--- src/rtl/muldiv_unit.sv ---
// Iterative multiply/divide unit with HI/LO result registers.
// A multiply or divide takes WIDTH radix-2 iterations plus one fix-up cycle.
module muldiv_unit #(
  parameter int WIDTH = 32
) (
  input  logic             clk,
  input  logic             reset,
  input  logic [WIDTH-1:0] A,
  input  logic [WIDTH-1:0] B,
  input  logic [2:0]       Op,
  input  logic             Start,
  output logic             Busy,
  output logic             Done,
  output logic [WIDTH-1:0] HI,
  output logic [WIDTH-1:0] LO
);

  // state | meaning
  // IDLE  | waiting for Start; MTHI/MTLO complete here in one edge
  // MUL   | shift-add multiply iterations on operand magnitudes
  // DIV   | restoring divide iterations on operand magnitudes
  // FIX   | sign correction and special cases, then write HI/LO
  typedef enum logic [1:0] {IDLE, MUL, DIV, FIX} state_t;

  localparam int CW = $clog2(WIDTH + 1);

  state_t             state, state_nxt;
  logic [CW-1:0]      cnt;
  logic [WIDTH-1:0]   acc, q, mb, a_r, b_r;
  logic [1:0]         op_r;

  logic [WIDTH-1:0]   mag_a, mag_b;
  logic [WIDTH:0]     mul_sum, div_sh, div_diff;
  logic [2*WIDTH-1:0] prod, prod_fix;
  logic [WIDTH-1:0]   quo_fix, rem_fix;
  logic               sa, sb, div0, ovf;

  assign Busy  = (state != IDLE);

  assign mag_a = (Op[0] && A[WIDTH-1]) ? -A : A;
  assign mag_b = (Op[0] && B[WIDTH-1]) ? -B : B;

  assign mul_sum  = {1'b0, acc} + (q[0] ? {1'b0, mb} : '0);
  assign div_sh   = {acc, q[WIDTH-1]};
  assign div_diff = div_sh - {1'b0, mb};

  assign sa       = op_r[0] & a_r[WIDTH-1];
  assign sb       = op_r[0] & b_r[WIDTH-1];
  assign prod     = {acc, q};
  assign prod_fix = (sa ^ sb) ? -prod : prod;
  assign quo_fix  = (sa ^ sb) ? -q : q;
  assign rem_fix  = sa ? -acc : acc;
  assign div0     = (b_r == '0);
  assign ovf      = op_r[0] && (a_r == {1'b1, {(WIDTH-1){1'b0}}}) && (b_r == '1);

  always_ff @(posedge clk) begin
    if (reset) state <= IDLE;
    else       state <= state_nxt;
  end

  always_comb begin
    state_nxt = state;
    case (state)
      IDLE: if (Start) begin
        if (Op == 3'b000 || Op == 3'b001)      state_nxt = MUL;
        else if (Op == 3'b010 || Op == 3'b011) state_nxt = DIV;
      end
      MUL, DIV: if (cnt == CW'(1)) state_nxt = FIX;
      FIX:      state_nxt = IDLE;
      default:  state_nxt = IDLE;
    endcase
  end

  always_ff @(posedge clk) begin
    if (reset) begin
      HI   <= '0;
      LO   <= '0;
      Done <= 1'b0;
      cnt  <= '0;
      acc  <= '0;
      q    <= '0;
      mb   <= '0;
      a_r  <= '0;
      b_r  <= '0;
      op_r <= '0;
    end else begin
      Done <= 1'b0;
      case (state)
        IDLE: if (Start) begin
          if (!Op[2]) begin
            a_r  <= A;
            b_r  <= B;
            op_r <= Op[1:0];
            acc  <= '0;
            q    <= mag_a;
            mb   <= mag_b;
            cnt  <= CW'(WIDTH);
          end else if (Op == 3'b100) begin
            HI <= A;
          end else if (Op == 3'b101) begin
            LO <= A;
          end
        end
        MUL: begin
          acc <= mul_sum[WIDTH:1];
          q   <= {mul_sum[0], q[WIDTH-1:1]};
          cnt <= cnt - CW'(1);
        end
        DIV: begin
          // Remainder stays below the divisor, so a set top bit means the trial subtract underflowed.
          if (!div_diff[WIDTH]) begin
            acc <= div_diff[WIDTH-1:0];
            q   <= {q[WIDTH-2:0], 1'b1};
          end else begin
            acc <= div_sh[WIDTH-1:0];
            q   <= {q[WIDTH-2:0], 1'b0};
          end
          cnt <= cnt - CW'(1);
        end
        FIX: begin
          Done <= 1'b1;
          if (!op_r[1]) begin
            {HI, LO} <= prod_fix;
          end else if (div0) begin
            LO <= '1;
            HI <= a_r;
          end else if (ovf) begin
            LO <= a_r;
            HI <= '0;
          end else begin
            LO <= quo_fix;
            HI <= rem_fix;
          end
        end
        default: ;
      endcase
    end
  end

endmodule

--- config.mk ---
export PLATFORM = sky130hd
export DESIGN_NAME = muldiv_unit
export DESIGN_NICKNAME = d
export VERILOG_FILES = /design/src/rtl/muldiv_unit.sv
export SDC_FILE = /design/constraint.sdc
export NUM_CORES = 1
export LEC_CHECK = 0
export ABC_AREA = 1
export CAP_MARGIN = 20
export CORE_MARGIN = 3
export CORE_UTILIZATION = 30
export CTS_BUF_LIST = sky130_fd_sc_hd__clkbuf_8 sky130_fd_sc_hd__clkbuf_16
export DETAILED_ROUTE_END_ITERATION = 8
export GPL_ROUTABILITY_DRIVEN = 0
export GPL_TIMING_DRIVEN = 0
export PLACE_DENSITY = 0.44
export SKIP_CTS_REPAIR_TIMING = 1
export SKIP_LAST_GASP = 1
export SLEW_MARGIN = 30
export SYNTH_ARGS = -nofsm -noshare
export SYNTH_HDL_FRONTEND = slang
export SYNTH_SLANG_ARGS = --single-unit
--- constraint.sdc ---
create_clock -name clk -period 6.15 [get_ports clk]
set_clock_uncertainty 0.15 [all_clocks]
set_input_delay 1.23 -clock clk [delete_from_list [all_inputs] [get_ports clk]]
set_output_delay 1.23 -clock clk [all_outputs]
set_load 0.05 [all_outputs]
==> flow_summary_export.csv, run 1 <==
group,metric,value,unit
outcome,status,"complete, no violations",
sta,worst_pin_slew,1.06,ns
die,dieHeight,267,um
sta,rsz0062_at_grt,"false",
routing,routed_wirelength,106,mm
setup_path,crit_buf_inv,4,
sta,maxSlewHeadroom,0.294,
clock_tree,clkSlewWorstSetupHoldPaths,0.06,ns
die,io-pin-count,136,
sta,finalCritPeriodShare,0.651,
logic_synthesis,async_flop_share,0,
power_and_ir_drop,ir_drop,0.000282,V
sta,max_freq,250,MHz
routing,drtIter0Drc,2874,
grt,grt-ovfl-total,0,
setup_path,cp.required,6.52,ns
power_and_ir_drop,sequentialPowerShare,0.248,
clock_tree,cts_root_buf,"clkbuf_16",
min_path,min_path_type,"reg -> reg",
logic_synthesis,syn_nets,3725,
die,core_area,67400,sq um
grt,antenna_found_initial,1,
placement,dp_slack,2.16,ns
placement,place_area,22900,sq um
final_layout,fin_nets,3892,
final_layout,drive_gt1_frac,0.0496,
setup_path,worstPathCellList,"buf_2, buf_1, nand2_1, inv_1, ha_1, inv_1, fa_1, o21ai_0, nand2_1, nand2_1, nand2_1, nand2_1, a21oi_1, o21ai_0, nand2_1, nand2_1, nand2_1, a21oi_1",
clock_tree,ctsHtreeMaxLevel,1,
routing,ant_nets,0,
routing,dr.pass1.iters,8,
sta,hold_viol,0,
setup_path,cp_slowest_cell,"o21ai_0",
sta,min_period,4.01,ns
placement,dp_hpwl,88.1,mm
die,die_x,267,um
final_layout,stdcell_area,24000,sq um
setup_path,arrival,4.38,ns
clock_tree,clock-sinks,234,
placement,dp_cells,4585,
logic_synthesis,yosysUniqueCellTypes,52,
logic_synthesis,synthTopCellsByArea,"dfxtp_1 (23%), nand2_1 (19%), inv_1 (8.2%)",
grt,grt_pass1_wl,152,mm
die,core.rowCount,95,
final_layout,stdcell_count,4642,
die,die_area,71500,sq um
sta,setup_violations,0,
grt,grtUsageTotal,0.289,
logic_synthesis,synthFlopType,"dfxtp_1",
die,start_util,0.304,
power_and_ir_drop,p_comb_frac,0.529,
clock_tree,numCtsBuffers,31,
clock_tree,clk_latency,0.62,ns
setup_path,critical_path_class,"reg -> reg",
setup_path,slowest_delay,0.49,ns
setup_path,cpMostUsedCell,"nand2_1",
logic_synthesis,synth_area,20500,sq um
placement,io_buffers,134,
final_layout,antenna_cells,0,
routing,via_per_inst,5.23,
logic_synthesis,syn_area_per_cell,5.73,sq um
setup_path,worstSetupEndpointType,"flop",
power_and_ir_drop,p_sw,4.47,mW
clock_tree,cts_tree,"done",
power_and_ir_drop,clock_power_share,0.223,
final_layout,finish.utilization,0.356,
power_and_ir_drop,p_leak,11.4,nW
routing,drcViolationCount,0,
setup_path,startpoint_type,"flop",
logic_synthesis,yosysSeqAreaShare,0.229,
grt,grt_pass1_vias,22700,
sta,worst_slack,2.14,ns
run,drv_cap,0,
logic_synthesis,synth_edf_count,0,
power_and_ir_drop,switching_share,0.511,
clock_tree,cts.path.max_buffers,3,
sta,slew_violations,0,
power_and_ir_drop,power.internal,4.28,mW
final_layout,syn_to_final_growth,17.2,%
setup_path,path_max_fanout,10,
logic_synthesis,syn_inst,3578,
sta,setup_tns,0,ns
grt,grt_start_max_net_pins,17,
logic_synthesis,synth_top_area_cell,"dfxtp_1",
power_and_ir_drop,power_density,364,nW/um^2
logic_synthesis,yosysWarnings,0,
routing,dr_total_vias,24300,
logic_synthesis,yosys_register_bits,234,
logic_synthesis,synth_top_area_frac,0.229,
routing,wl_per_cell,22.7,um
setup_path,critical-path-top-delay-family,"compound AO/OA/AOI/OAI gates",
## per-layer routing
layer	GRT usage	up-vias	routed length, um
li1	-	12000	-
met1	0.418	11100	49400
met2	0.425	1041	43100
met3	0.0800	121	10800
met4	0.0575	0	2220
met5	0	-	0
## worst paths after layout
path / startpoint / end / slack, ns / cells past startpoint
max: q[0] / acc[31] / 2.14 / 18
min: a_r[3] / a_r[3] / 0.32 / 2
max reg2reg: q[0] / acc[31] / 2.14 / 18
min reg2reg: a_r[3] / a_r[3] / 0.32 / 2
## kinds of logic after synthesis
kind of cell	share of synthesized area
buffers and inverters	0.117
AOI/OAI and AO/OA	0.187
adders and majority gates	0.0477
and+or+nand+nor	0.388
DFF	0.229
xor gates and xnor gates	0.0325
## layout by cell type, fill, tap and decap left out, drive strengths merged, types with 49 or more instances in the layout
master            n
o21ai           272
inv             469
ha               75
dfxtp           234
nand3           282
buf              49
nand4            57
nor2            377
xor2             62
nand2          1077
clkdlybuf4s50   134
clkbuf          144
a21oi           285
## worst register-to-register path: cells and delay by family (launching register included)
kind                     cells  cell delay [ns]
AO/OA/AOI/OAI                4             1.05
adder cells (fa/ha/maj)      2             0.63
buffers and inverters        4             0.90
flip-flops                   1             0.30
AND/OR/NAND/NOR              8             0.89
## layout make-up
type	count	area (sq um)
Buffer	150	641
Clock buffer	43	941
Clock inverter	14	146
Fill cell	7770	43400
Inverter	467	1750
Multi-Input combinational cell	2727	13400
Sequential cell	234	4680
Tap cell	873	1090
Timing Repair Buffer	134	1340
## sequential cells by signal, summed over array words and instances (netlist names)
register and cells:
HI 32, LO 32, a_r 32, acc 32, mb 32, q 32, b_r 31, cnt 6
op_r 2, state 2, Done 1
## cell usage after synthesis (3+ instances only)
library cell and instances:
inv_1 446, ha_1 75, xnor2_1 14, or2_2 14, a21oi_2 25, o21ai_0 263, inv_2 17, nand3_1 281
o22ai_1 32, o221ai_1 4, a31oi_1 34, o21ai_1 7, buf_6 5, o211ai_1 17, clkbuf_1 101, a211oi_1 24
buf_2 26, nand2_1 1058, nand2_4 5, nor2_2 10, nand2_2 14, nor2_1 362, nand3b_1 21, o31ai_1 5
nor2_4 5, nor4_1 4, nor3_2 5, a21o_1 6, dfxtp_1 234, xor2_1 62, nand4_1 56, nor3_1 37
o21a_1 5, a21oi_1 259, clkinv_1 4, a22oi_1 3, buf_1 16
## stage by stage
step / hold WS (ns) / total power, mW
after floorplan: 0.293 / 5.03
after global placement: 0.311 / 6.73
after detailed placement: 0.313 / 6.70
after CTS: 0.321 / 8.67
after global routing: 0.347 / 9.28
final: 0.318 / 8.75
## power by group through the flow
stage                     Combinational, mW  Clock (mW)  Sequential [mW]
after floorplan                        2.73           0             2.29
after global placement                 4.54           0             2.19
after detailed placement               4.52           0             2.19
after CTS                              4.54        1.97             2.16
after global routing                   5.06        2.02             2.20
final                                  4.63        1.95             2.17
Power figures use the tool's default switching activity.
==> run 2: changes to the inputs <==
--- a/config.mk
+++ b/config.mk
@@ -13,7 +13,7 @@
 export DETAILED_ROUTE_END_ITERATION = 8
 export GPL_ROUTABILITY_DRIVEN = 0
 export GPL_TIMING_DRIVEN = 0
-export PLACE_DENSITY = 0.44
+export PLACE_DENSITY = 0.46
 export SKIP_CTS_REPAIR_TIMING = 1
 export SKIP_LAST_GASP = 1
 export SLEW_MARGIN = 30
==> constraint.sdc (replaced) <==
create_clock -name clk -period 3.4 [get_ports clk]
set_clock_uncertainty 0.15 [all_clocks]
set_input_delay 0.68 -clock clk [delete_from_list [all_inputs] [get_ports clk]]
set_output_delay 0.68 -clock clk [all_outputs]
set_load 0.05 [all_outputs]
==> flow_summary_export.csv, run 2 (synthesis results as in run 1) <==
group,metric,value,unit
grt,grt-ovfl-total,0,
final_layout,syn_to_final_growth,17.1,%
sta,finalCritPeriodShare,0.962,
sta,rsz0062_at_grt,"true",
placement,dp_hpwl,86.3,mm
die,core.rowCount,95,
power_and_ir_drop,power_density,653,nW/um^2
routing,dr_total_vias,24400,
final_layout,fin_nets,3891,
routing,drtIter0Drc,2943,
final_layout,most-common-layout-cells,"nand2_1 (1,057), inv_1 (451), nor2_1 (362), nand3_1 (280), o21ai_0 (261)",
grt,top_usage_layer,"met2",
grt,grt_pass1_wl,150,mm
sta,setup_tns,0,ns
sta,maxSlewHeadroom,0.360,
setup_path,rr_startpoint,"q[31]",
routing,dr.pass1.iters,8,
die,die_x,267,um
sta,worst_pin_slew,0.959,ns
grt,grt_start_max_net_pins,16,
setup_path,timing.critical_path.from,"q[31]",
final_layout,drive_gt1_frac,0.0502,
power_and_ir_drop,ir_drop,0.000422,V
min_path,min-delay-start,"b_r[2]",
final_layout,multi_input_area,13400,sq um
final_layout,antenna_cells,0,
setup_path,worstSetupEndpointType,"flop",
clock_tree,clk_latency,0.61,ns
grt,grt_pass1_vias,22800,
setup_path,cp.required,3.70,ns
final_layout,n_fill_cell,7662,
final_layout,seqCellArea,4680,sq um
grt,grt_use_met2,0.419,
routing,routed_wirelength,103,mm
clock_tree,ctsHtreeMaxLevel,1,
grt,grt_use_met3,0.0539,
placement,place_area,22900,sq um
grt,antenna_found_initial,3,
sta,max_freq,306,MHz
final_layout,final_common_cell,"nand2_1",
placement,io_buffers,134,
sta,hold_viol,0,
routing,drcViolationCount,0,
clock_tree,clkSlewWorstSetupHoldPaths,0.06,ns
setup_path,critical_path_class,"reg -> reg",
routing,wl_per_cell,22.2,um
routing,via_per_inst,5.25,
die,start_util,0.304,
run,drv_cap,0,
die,io-pin-count,136,
min_path,holdPathStages,2,
sta,slew_violations,0,
sta,min_period,3.27,ns
setup_path,reg2reg_setup_slack,0.13,ns
sta,setup_violations,0,
die,die_area,71500,sq um
grt,grtUsageTotal,0.281,
clock_tree,clock-sinks,234,
grt,use_met1,0.418,
clock_tree,cts.path.max_buffers,3,
final_layout,stdcell_area,24000,sq um
setup_path,arrival,3.57,ns
final_layout,finish.utilization,0.356,
clock_tree,cts_tree,"done",
outcome,status,"complete, no violations",
die,core_area,67400,sq um
setup_path,startpoint_type,"flop",
clock_tree,numCtsBuffers,29,
routing,ant_nets,0,
power_and_ir_drop,p_leak,11.4,nW
die,dieHeight,267,um
setup_path,rr_worst_depth,20,
setup_path,path_max_fanout,10,
clock_tree,cts_root_buf,"clkbuf_16",
min_path,min_path_type,"reg -> reg",
==> run 2: final timing paths <==
path,endpoint
max,acc[1]
max reg2reg,acc[1]
min,b_r[2]
min reg2reg,b_r[2]
==> run 2: metal layers <==
layer | up-vias | share of wire | routed length, um
li1 | 12000 | - | -
met2 | 972 | 0.41 | 42600
met4 | 2 | 0.023 | 2390
met5 | - | 0.00013 | 13
met3 | 122 | 0.089 | 9140
met1 | 11300 | 0.48 | 49000
==> run 2: power by group <==
part | internal (mW) | switching (mW)
registers | 3.31 | 0.608
clock network | 2.04 | 1.36
logic | 2.36 | 5.98
==> run 2: cell type report <==
type / instances / share of cell area
clock buffers: 34 / 0.0331
inverters: 467 / 0.0730
well taps: 873 / 0.0455
repair buffers: 135 / 0.0562
clock inverters: 19 / 0.00990
plain buffers: 150 / 0.0272
multi-input cells: 2727 / 0.560
flip-flops and latches: 234 / 0.195
==> run 2: critical path, stage by stage (launching register included) <==
cell,delay (ns)
dfxtp_1,0.50
inv_2,0.19
ha_1,0.23
inv_1,0.17
fa_1,0.31
nand2_1,0.13
nand2_1,0.09
nand3b_1,0.09
nand2_2,0.13
nand2_2,0.07
nand2_2,0.11
nand2_4,0.09
nand2_4,0.08
nand2_4,0.11
nand2_4,0.12
buf_6,0.17
nand2_1,0.10
nand3_1,0.11
nand2_1,0.06
nand2_1,0.06
a21oi_1,0.06
==> run 2: stage by stage <==
| step | hold WS [ns] | setup slack [ns] | power [mW] | std cells |
|---|---|---|---|---|
| after floorplan | 0.293 | 0.646 | 9.09 | 3578 |
| after CTS | 0.322 | -0.436 | 15.5 | 4638 |
| after global routing | 0.353 | -0.0356 | 16.6 | 4639 |
| after global placement | 0.312 | -0.377 | 12.1 | 4585 |
| after detailed placement | 0.313 | -0.407 | 12.1 | 4585 |
| final | 0.324 | 0.130 | 15.7 | 4639 |
